`src/rtl/cpu_pkg.sv`:
```
// Shared CPU constants: datapath widths, instruction field positions, opcodes.
package cpu_pkg;

  localparam int unsigned INSTR_W = 16;
  localparam int unsigned PC_W    = 4;

  // Instruction word layout: opcode | Rd | Rn | Rm
  localparam int unsigned OPC_MSB = 15;
  localparam int unsigned OPC_LSB = 12;
  localparam int unsigned RD_MSB  = 11;
  localparam int unsigned RD_LSB  = 8;
  localparam int unsigned RN_MSB  = 7;
  localparam int unsigned RN_LSB  = 4;
  localparam int unsigned RM_MSB  = 3;
  localparam int unsigned RM_LSB  = 0;

  typedef enum logic [3:0] {
    OP_NOP  = 4'h0,
    OP_ADD  = 4'h1,
    OP_SUB  = 4'h2,
    OP_AND  = 4'h3,
    OP_OR   = 4'h4,
    OP_LDR  = 4'h5,
    OP_STR  = 4'h6,
    OP_MOV  = 4'h7,
    OP_B    = 4'h8,
    OP_BL   = 4'h9,
    OP_BEQ  = 4'hA,
    OP_CMP  = 4'hB,
    OP_DISP = 4'hE,
    OP_HALT = 4'hF
  } opcode_e;

  // Extract the opcode field of an instruction word.
  function automatic logic [3:0] get_opcode(input logic [INSTR_W-1:0] word);
    return word[OPC_MSB:OPC_LSB];
  endfunction

endpackage

```
`src/rtl/fetch_fifo.sv`:
```
// Prefetch queue: circular buffer with push, pop, flush and occupancy count.
module fetch_fifo #(
  parameter int unsigned W     = 20,
  parameter int unsigned DEPTH = 4
) (
  input  logic                     clk,
  input  logic                     rst,
  input  logic                     push,
  input  logic                     pop,
  input  logic                     flush,
  input  logic [W-1:0]             wdata,
  output logic [W-1:0]             rdata,
  output logic [$clog2(DEPTH):0]   count
);

  localparam int unsigned PW = $clog2(DEPTH);
  localparam int unsigned CW = PW + 1;

  logic [W-1:0]  mem_q [DEPTH];
  logic [PW-1:0] head_q, head_d;
  logic [PW-1:0] tail_q, tail_d;
  logic [CW-1:0] count_q, count_d;

  // Next pointer/count state; flush wins over push and pop
  always_comb begin
    head_d  = head_q;
    tail_d  = tail_q;
    count_d = count_q;
    if (flush) begin
      head_d  = '0;
      tail_d  = '0;
      count_d = '0;
    end else begin
      if (push) tail_d = tail_q + PW'(1);
      if (pop)  head_d = head_q + PW'(1);
      case ({push, pop})
        2'b10:   count_d = count_q + CW'(1);
        2'b01:   count_d = count_q - CW'(1);
        default: count_d = count_q;
      endcase
    end
  end

  // Pointer and count registers, cleared asynchronously
  always_ff @(posedge clk or posedge rst) begin
    if (rst) begin
      head_q  <= '0;
      tail_q  <= '0;
      count_q <= '0;
    end else begin
      head_q  <= head_d;
      tail_q  <= tail_d;
      count_q <= count_d;
    end
  end

  // Storage write at tail; contents need no reset because count gates the read
  always_ff @(posedge clk) begin
    if (push && !flush) mem_q[tail_q] <= wdata;
  end

  assign rdata = (count_q != '0) ? mem_q[head_q] : '0;
  assign count = count_q;

endmodule

```
`src/rtl/fetch_unit.sv`:
```
// Instruction fetch: PC register plus push/pop/redirect control around the prefetch queue.
module fetch_unit #(
  parameter int unsigned INSTR_W = cpu_pkg::INSTR_W,
  parameter int unsigned PC_W    = cpu_pkg::PC_W,
  parameter int unsigned DEPTH   = 4
) (
  input  logic                   clk,
  input  logic                   rst,
  output logic [PC_W-1:0]        imem_addr,
  input  logic [INSTR_W-1:0]     imem_data,
  input  logic                   fetch_en,
  input  logic                   redirect_valid,
  input  logic [PC_W-1:0]        redirect_pc,
  output logic                   ins_valid,
  input  logic                   ins_ready,
  output logic [INSTR_W-1:0]     instruction,
  output logic [PC_W-1:0]        ins_pc,
  output logic [$clog2(DEPTH):0] count
);

  localparam int unsigned CW = $clog2(DEPTH) + 1;
  localparam int unsigned EW = INSTR_W + PC_W;

  logic [PC_W-1:0] pc_q, pc_d;
  logic            push_c, pop_c;
  logic [EW-1:0]   head_entry;

  // Handshake decode; redirect suppresses both queue operations
  always_comb begin
    pop_c  = ins_valid && ins_ready && !redirect_valid;
    push_c = fetch_en && !redirect_valid && ((count < CW'(DEPTH)) || pop_c);
  end

  // Next PC: redirect target, else sequential after a push, else hold
  always_comb begin
    pc_d = pc_q;
    if (redirect_valid)  pc_d = redirect_pc;
    else if (push_c)     pc_d = pc_q + PC_W'(1);
  end

  // PC register
  always_ff @(posedge clk or posedge rst) begin
    if (rst) pc_q <= '0;
    else     pc_q <= pc_d;
  end

  fetch_fifo #(
    .W     (EW),
    .DEPTH (DEPTH)
  ) u_fifo (
    .clk   (clk),
    .rst   (rst),
    .push  (push_c),
    .pop   (pop_c),
    .flush (redirect_valid),
    .wdata ({imem_data, pc_q}),
    .rdata (head_entry),
    .count (count)
  );

  assign imem_addr               = pc_q;
  assign ins_valid               = (count != '0);
  assign {instruction, ins_pc}   = head_entry;

endmodule

```
`config.mk`:
```
export PLATFORM = sky130hd
export DESIGN_NAME = fetch_unit
export DESIGN_NICKNAME = d
export VERILOG_FILES = /design/src/rtl/cpu_pkg.sv /design/src/rtl/fetch_fifo.sv /design/src/rtl/fetch_unit.sv
export SDC_FILE = /design/constraint.sdc
export NUM_CORES = 1
export LEC_CHECK = 0
export ABC_AREA = 1
export CORE_AREA = 3 3 96 98
export CTS_CLUSTER_DIAMETER = 150
export DETAILED_ROUTE_END_ITERATION = 6
export DIE_AREA = 0 0 99 101
export PLACE_DENSITY = 0.73
export SETUP_SLACK_MARGIN = 0.3
export SYNTH_ARGS = -nofsm -noshare
export SYNTH_HDL_FRONTEND = slang
export SYNTH_SLANG_ARGS = --single-unit
export TNS_END_PERCENT = 100
```
`constraint.sdc`:
```
create_clock -name clk -period 2.2 [get_ports clk]
set_input_delay 0.22 -clock clk [delete_from_list [all_inputs] [get_ports clk]]
set_output_delay 0.22 -clock clk [all_outputs]
set_load 0.02 [all_outputs]
```
Word level (Yosys, flattened, before mapping)

Memories as Yosys holds them, arrays and structs flattened.
Cells that the tools add are included.

RAM bits: 80
Logic and storage cells: 35
Memories kept: 1
Output and inout port bits: 28
Input port bits: 25
Flip-flop bits (word level): 11

$lt $le $gt $ge: 1
Add/sub/neg operators: 5
Mux-type cells: 11
Reductions and logical operators: 11
Eq/ne operators: 2

Memory list:

| memory       | depth | bits a word | read ports | clocked after memory_dff | wr ports | line             | RTL |
|---|---|---|---|---|---|---|---|
| u_fifo.mem_q | 4     | 20          | 1          | 0                        | 1        | fetch_fifo.sv:19 | `logic [W-1:0] mem_q [DEPTH];` |

Operator list:

| cell                                                 | count |
|---|---|
| 2-to-1 mux 20 bit                                    | 1 |
| 2-to-1 mux 2 bit                                     | 4 |
| 2-to-1 mux 4 bit                                     | 2 |
| one-hot mux 3 bit (2 select lines)                   | 1 |
| nonzero test 3 bit                                   | 2 |
| logical AND 1 bit                                    | 5 |
| adder 2 x 1 -> 2 bit (second input constant)         | 2 |
| adder 4 x 1 -> 4 bit (second input constant)         | 1 |
| nonzero test 2 bit                                   | 2 |
| adder 3 x 1 -> 3 bit (second input constant)         | 1 |
| < comparator 3 bit (second input constant)           | 1 |
| 2-to-1 mux 3 bit                                     | 1 |
| subtractor 3 x 1 -> 3 bit (second input constant)    | 1 |
| equality test 2 x 1 -> 1 bit (second input constant) | 1 |
| equality test 2 bit (second input constant)          | 1 |
| 2-to-1 mux 1 bit                                     | 2 |
| logical NOT 1 bit                                    | 1 |
| logical OR 1 bit                                     | 1 |

Logic depth before layout (Yosys ltp)

Depth in word-level cells: 8
Gate-level depth with buffers: 11
Mapped depth without buffers: 11

Modules after synthesis

From an unflattened synthesis, not the netlist that was laid out.

Cell total of the unflattened synthesis: 422
Area total of the unflattened synthesis: 4160.2 µm²

Modules (own cells, without submodules):

| module     | cells each | sequential area each (µm²) | area an instance (µm²) | instances |
|---|---|---|---|---|
| fetch_fifo | 377        | 2577.5                     | 3799.9                 | 1 |
| fetch_unit | 45         | 100.1                      | 360.3                  | 1 |

Least setup slack after synthesis

Ideal clock, no wire load.

Kind: register to register
From: reg u_fifo.count_q[2] (netlist: u_fifo.count[2])
To: mem u_fifo.mem_q[0][0], enable pin
Path slack: 0.233 ns
Setup time: 0.397 ns
Required time: 1.803 ns
Arrival time: 1.571 ns
Stages on the path, launching flop included: 4
Cell sequence: dfrtp_1 nand2_2 nand2_4 nor2_1

Word-level cells in the longest chain between the ends: 8
Elaborated cells between the ends (all ways): 9
Classes of those cells: 1 x order compare; 2 x mux; 6 x reduce/logical

Ends and longest elaborated chain:

| element                                                                    | line             | RTL |
|---|---|---|
| start: declaration                                                         | fetch_fifo.sv:22 | `logic [CW-1:0] count_q, count_d;` |
| start signal: assignment                                                   | fetch_fifo.sv:53 | `count_q <= count_d;` |
| parallel branches: the longest is 3 deep, another holds < comparator 3 bit | -                |  |
| logical OR 1 bit *                                                         | fetch_unit.sv:31 | `push_c = fetch_en && !redirect_valid && ((count < CW'(DEPTH)) \|\| pop_c);` |
| logical AND 1 bit *                                                        | fetch_unit.sv:31 |  |
| logical AND 1 bit *                                                        | fetch_fifo.sv:59 | `if (push && !flush) mem_q[tail_q] <= wdata;` |
| 2-to-1 mux 1 bit *                                                         | fetch_fifo.sv:59 |  |
| 2-to-1 mux 1 bit (implied by the code) *                                   | fetch_fifo.sv:59 |  |
| end: declaration                                                           | fetch_fifo.sv:19 |  |

Every way passes the cells marked *.

Worst setup path in the final report

From: reg u_fifo.head_q[0]
To: out ins_pc[3]

Word-level cells in the longest chain between the ends: 2

Ends and longest elaborated chain:

| element                  | line             | RTL |
|---|---|---|
| start: declaration       | fetch_fifo.sv:20 | `logic [PW-1:0] head_q, head_d;` |
| start signal: assignment | fetch_fifo.sv:47 | `head_q <= '0;` |
| start signal: assignment | fetch_fifo.sv:51 | `head_q <= head_d;` |
| memory read (4 x 20 bit) | -                |  |
| 2-to-1 mux 20 bit        | fetch_fifo.sv:62 | `assign rdata = (count_q != '0) ? mem_q[head_q] : '0;` |
| end: declaration         | fetch_unit.sv:17 | `output logic [PC_W-1:0] ins_pc,` |

No other way between the ends.

==> impl_results.md <==
* CP endpoint kind: output pin
* Clock power frac at 0.204
* Seq cells post-synth at between 90 and 100
* Total grt overflow at 0
* Later-pin clock latency in the skew report at 0.35 ns
* Max_cap viols at 0
* CTS HTree Levels at 3
* Syn-to-layout area delta at 26.3%
* Layout Cells excl Fill at between 500 and 600
* # hold bufs at CTS at 0
* Post-detail-place hpwl at between 4000 and 5000 um
* Crit Path Max Fanout at 14
* Clock sink total at 91
* Critical Path, Cell by Cell: buf_12 > nor2_1 > nor2_1 > o21ai_1 > a21oi_2 > clkdlybuf4s15_2
* Slew headroom at 0.701
* Syn_area_per_cell at 11.5 um2
* Setup ws final at 0.328 ns
* Reg-to-reg slack, setup at approximately 0.45 ns
* Initial antenna violation count at 0
* Psw at between 1.5 and 2 mW
* Clock buffer depth at 2
* CTS tree: yes
* Worst-margin pin slew at 0.447 ns
* Number of library cell types mapped by synthesis at 26
* Crit path arrival time at 1.65 ns
* Routed wire per std cell at roughly 16 um
* Initial core utilization at 0.444
* Final Cycle Share at 0.851
* Post-route cell area at around 0.0048 mm2
* Min Tclk post-route at 1.87 ns
* Layout Skew at roughly 0.0060 ns
* Share of cells above drive strength 1 at 0.202
* Reg2reg end: u_fifo.count[2]
* Core footprint at 0.00855 mm2
* Sequential area share after synthesis at 0.705
* Cell Rows at 34
* IO Count at 53
* Die height at 101 um
* YS warnings at 0
* Reg2reg start: u_fifo.count[0]
* Drt pass-1 iters at 4
* CP max stage delay at 0.47 ns
* Max Slew Vio Count at 0
* DP Worst Slack at 0.165 ns
* Total power per unit cell area at roughly 1100 mW/mm2
* Net Sw Frac at 0.362
* Die W at 99 um
* Sum Neg Setup Slack at 0 ns
* Leak at 1.79 nW
* Commonest non-fill, non-tap cells in the layout: nor2_1 (87), edfxtp_1 (80), clkdlybuf4s50_1 (32)
* VDD IR max at 0.526 mV
* CTS root buf: clkbuf_8
* Cell area after placement at 0.00458 mm2
* Global placement routability congestion at 0.815
* Vias in the first global route at between 2000 and 2500
* Setup violators final at 0
* Fin. Hold Viols at 0
* Post-Syn Area at between 0.003 and 0.004 mm2
* Status: finished, final reports clean
* Layout Nets at between 400 and 500
* Commonest non-fill, non-tap cell in the layout: nor2_1
* Critical Path Most Common Cell: nor2_1
* CP max-delay cell: dfrtp_2
* Flop pwr share at 0.403
* Antenna viol nets, final at 0
* TritonCTS buffer count at 9
* Max Clock Freq at ~530 MHz
* Via count at around 2600
* Port Buffer Count at 52
* Final Power at 5.27 mW
* Clock Pin Slew Worst Setup and Hold Paths at 0.08 ns
* Startpoint class of the critical path: register
* Required time worst endpoint at ~2 ns
* Unrepaired setup endpoints after global routing: true
* Logic pwr share at 0.393
* CP top delay family: flip-flops
* Hold/Removal Path Class: primary input to asynchronous set/reset pin
* Initial DRC Count at around 120
* P_int at 3.36 mW
* CP Class: register to output pin
* Synthesized net count at 360
* Total Routed Length at 7900 um
* Largest net degree at the start of global routing at 22
* Diodes inserted at 0
* Vias per std cell at between 5 and 6
* FF-to-FF path depth at 10
* First-pass GRT wire length at 12700 um
* Synth Instances at 329
* Full die area at 0.0100 mm2
* Gr usage total at 0.165
* # DRC at 0
* Buf/Inv on CP at 2
* Placed Cells at 490
==> power by group through the flow <==
stage                     Clock (mW)  Combinational (mW)  Sequential (mW)
final                           1.08                2.07             2.13
after floorplan                    0                1.12             2.19
after CTS                       1.10                2.05             2.12
after detailed placement           0                2.11             2.16
after global routing            1.18                2.27             2.15
after global placement             0                2.08             2.15
==> cells in the mapped netlist <==
cell	instances	area, um2
nor2_1	92	345
edfxtp_1	80	2400
o21ai_0	31	155
nand2_1	21	78.8
a21oi_1	20	100
inv_1	15	56.3
dfrtp_1	11	275
o21ai_1	11	55.1
clkbuf_1	8	30.0
buf_2	6	30.0
nand3_1	6	30.0
ha_1	5	62.6
inv_2	5	18.8
nand2_2	4	25.0
nand2_4	2	22.5
xnor2_1	2	17.5
a21oi_2	1	8.76
a31o_2	1	8.76
buf_1	1	3.75
fa_1	1	20.0
nand4_1	1	6.26
nand4_2	1	12.5
nor2_2	1	6.26
o211ai_1	1	7.51
o21ai_2	1	8.76
o221ai_1	1	8.76
==> worst max path at each step <==
stage | start | end | slack (ns) | depth (start not counted)
5_1_grt | u_fifo.head_q[0] | instruction[4] | 0.22 | 6
4_1_cts | u_fifo.head_q[0] | instruction[15] | 0.24 | 6
3_5_place_dp | u_fifo.head_q[0] | ins_pc[0] | 0.16 | 6
6_report | u_fifo.head_q[0] | ins_pc[3] | 0.33 | 6
3_3_place_gp | u_fifo.head_q[0] | ins_pc[0] | 0.23 | 6
2_1_floorplan | u_fifo.count[2] | u_fifo.mem_q[0][0] | 0.23 | 3
==> per-layer routing <==
metal / GRT usage / wire, um / up-vias
li1: - / - / 1261
met4: 0.0609 / 122 / 0
met2: 0.265 / 3930 / 67
met5: 0 / 0 / -
met1: 0.222 / 3410 / 1237
met3: 0.0374 / 436 / 12
==> layout make-up <==
class                      instances  area, um2
fill                             700       3760
tap                              108        135
inverter                          20       80.1
timing repair buffer              71        702
sequential                        91       2680
clock inverter                     5       53.8
clock buffer                      11        131
multi-input combinational        203       1010
==> repair_timing <==
item,4_1_cts,5_1_grt
buffers inserted,1,1
setup endpoints to repair,20,20
pin swaps,1,4
resized for setup,75,30
gates cloned,1,0
==> state kept, by name, summed over array words and instances, names as in the netlist <==
signal,count
imem_addr,4
u_fifo.head_q,2
u_fifo.tail_q,2
u_fifo.mem_q,80
u_fifo.count,3
==> kinds of logic after synthesis <==
group,after synthesis,share of synthesized area
AO/OA/AOI/OAI,67,0.0929
XOR/XNOR,2,0.00462
adder cells (fa/ha/maj),6,0.0218
buffers and inverters,35,0.0366
flip-flops,91,0.705
AND/OR/NAND/NOR,128,0.139
==> worst reg2reg max path, delay by kind of cell (launching register included) <==
kind | cells | cell delay [ns]
buffers and inverters | 1 | 0.07
XOR/XNOR | 1 | 0.15
flip-flops | 1 | 0.38
AND/OR/NAND/NOR | 7 | 0.63
adder cells (fa/ha/maj) | 1 | 0.40
==> metrics by stage <==
step	util	hold WS [ns]
global route	0.561	0.193
detailed placement	0.536	0.568
CTS	0.559	0.190
floorplan	-	0.0724
global placement	0.536	0.555
finish	0.561	0.168
Power figures use the tool's default switching activity.
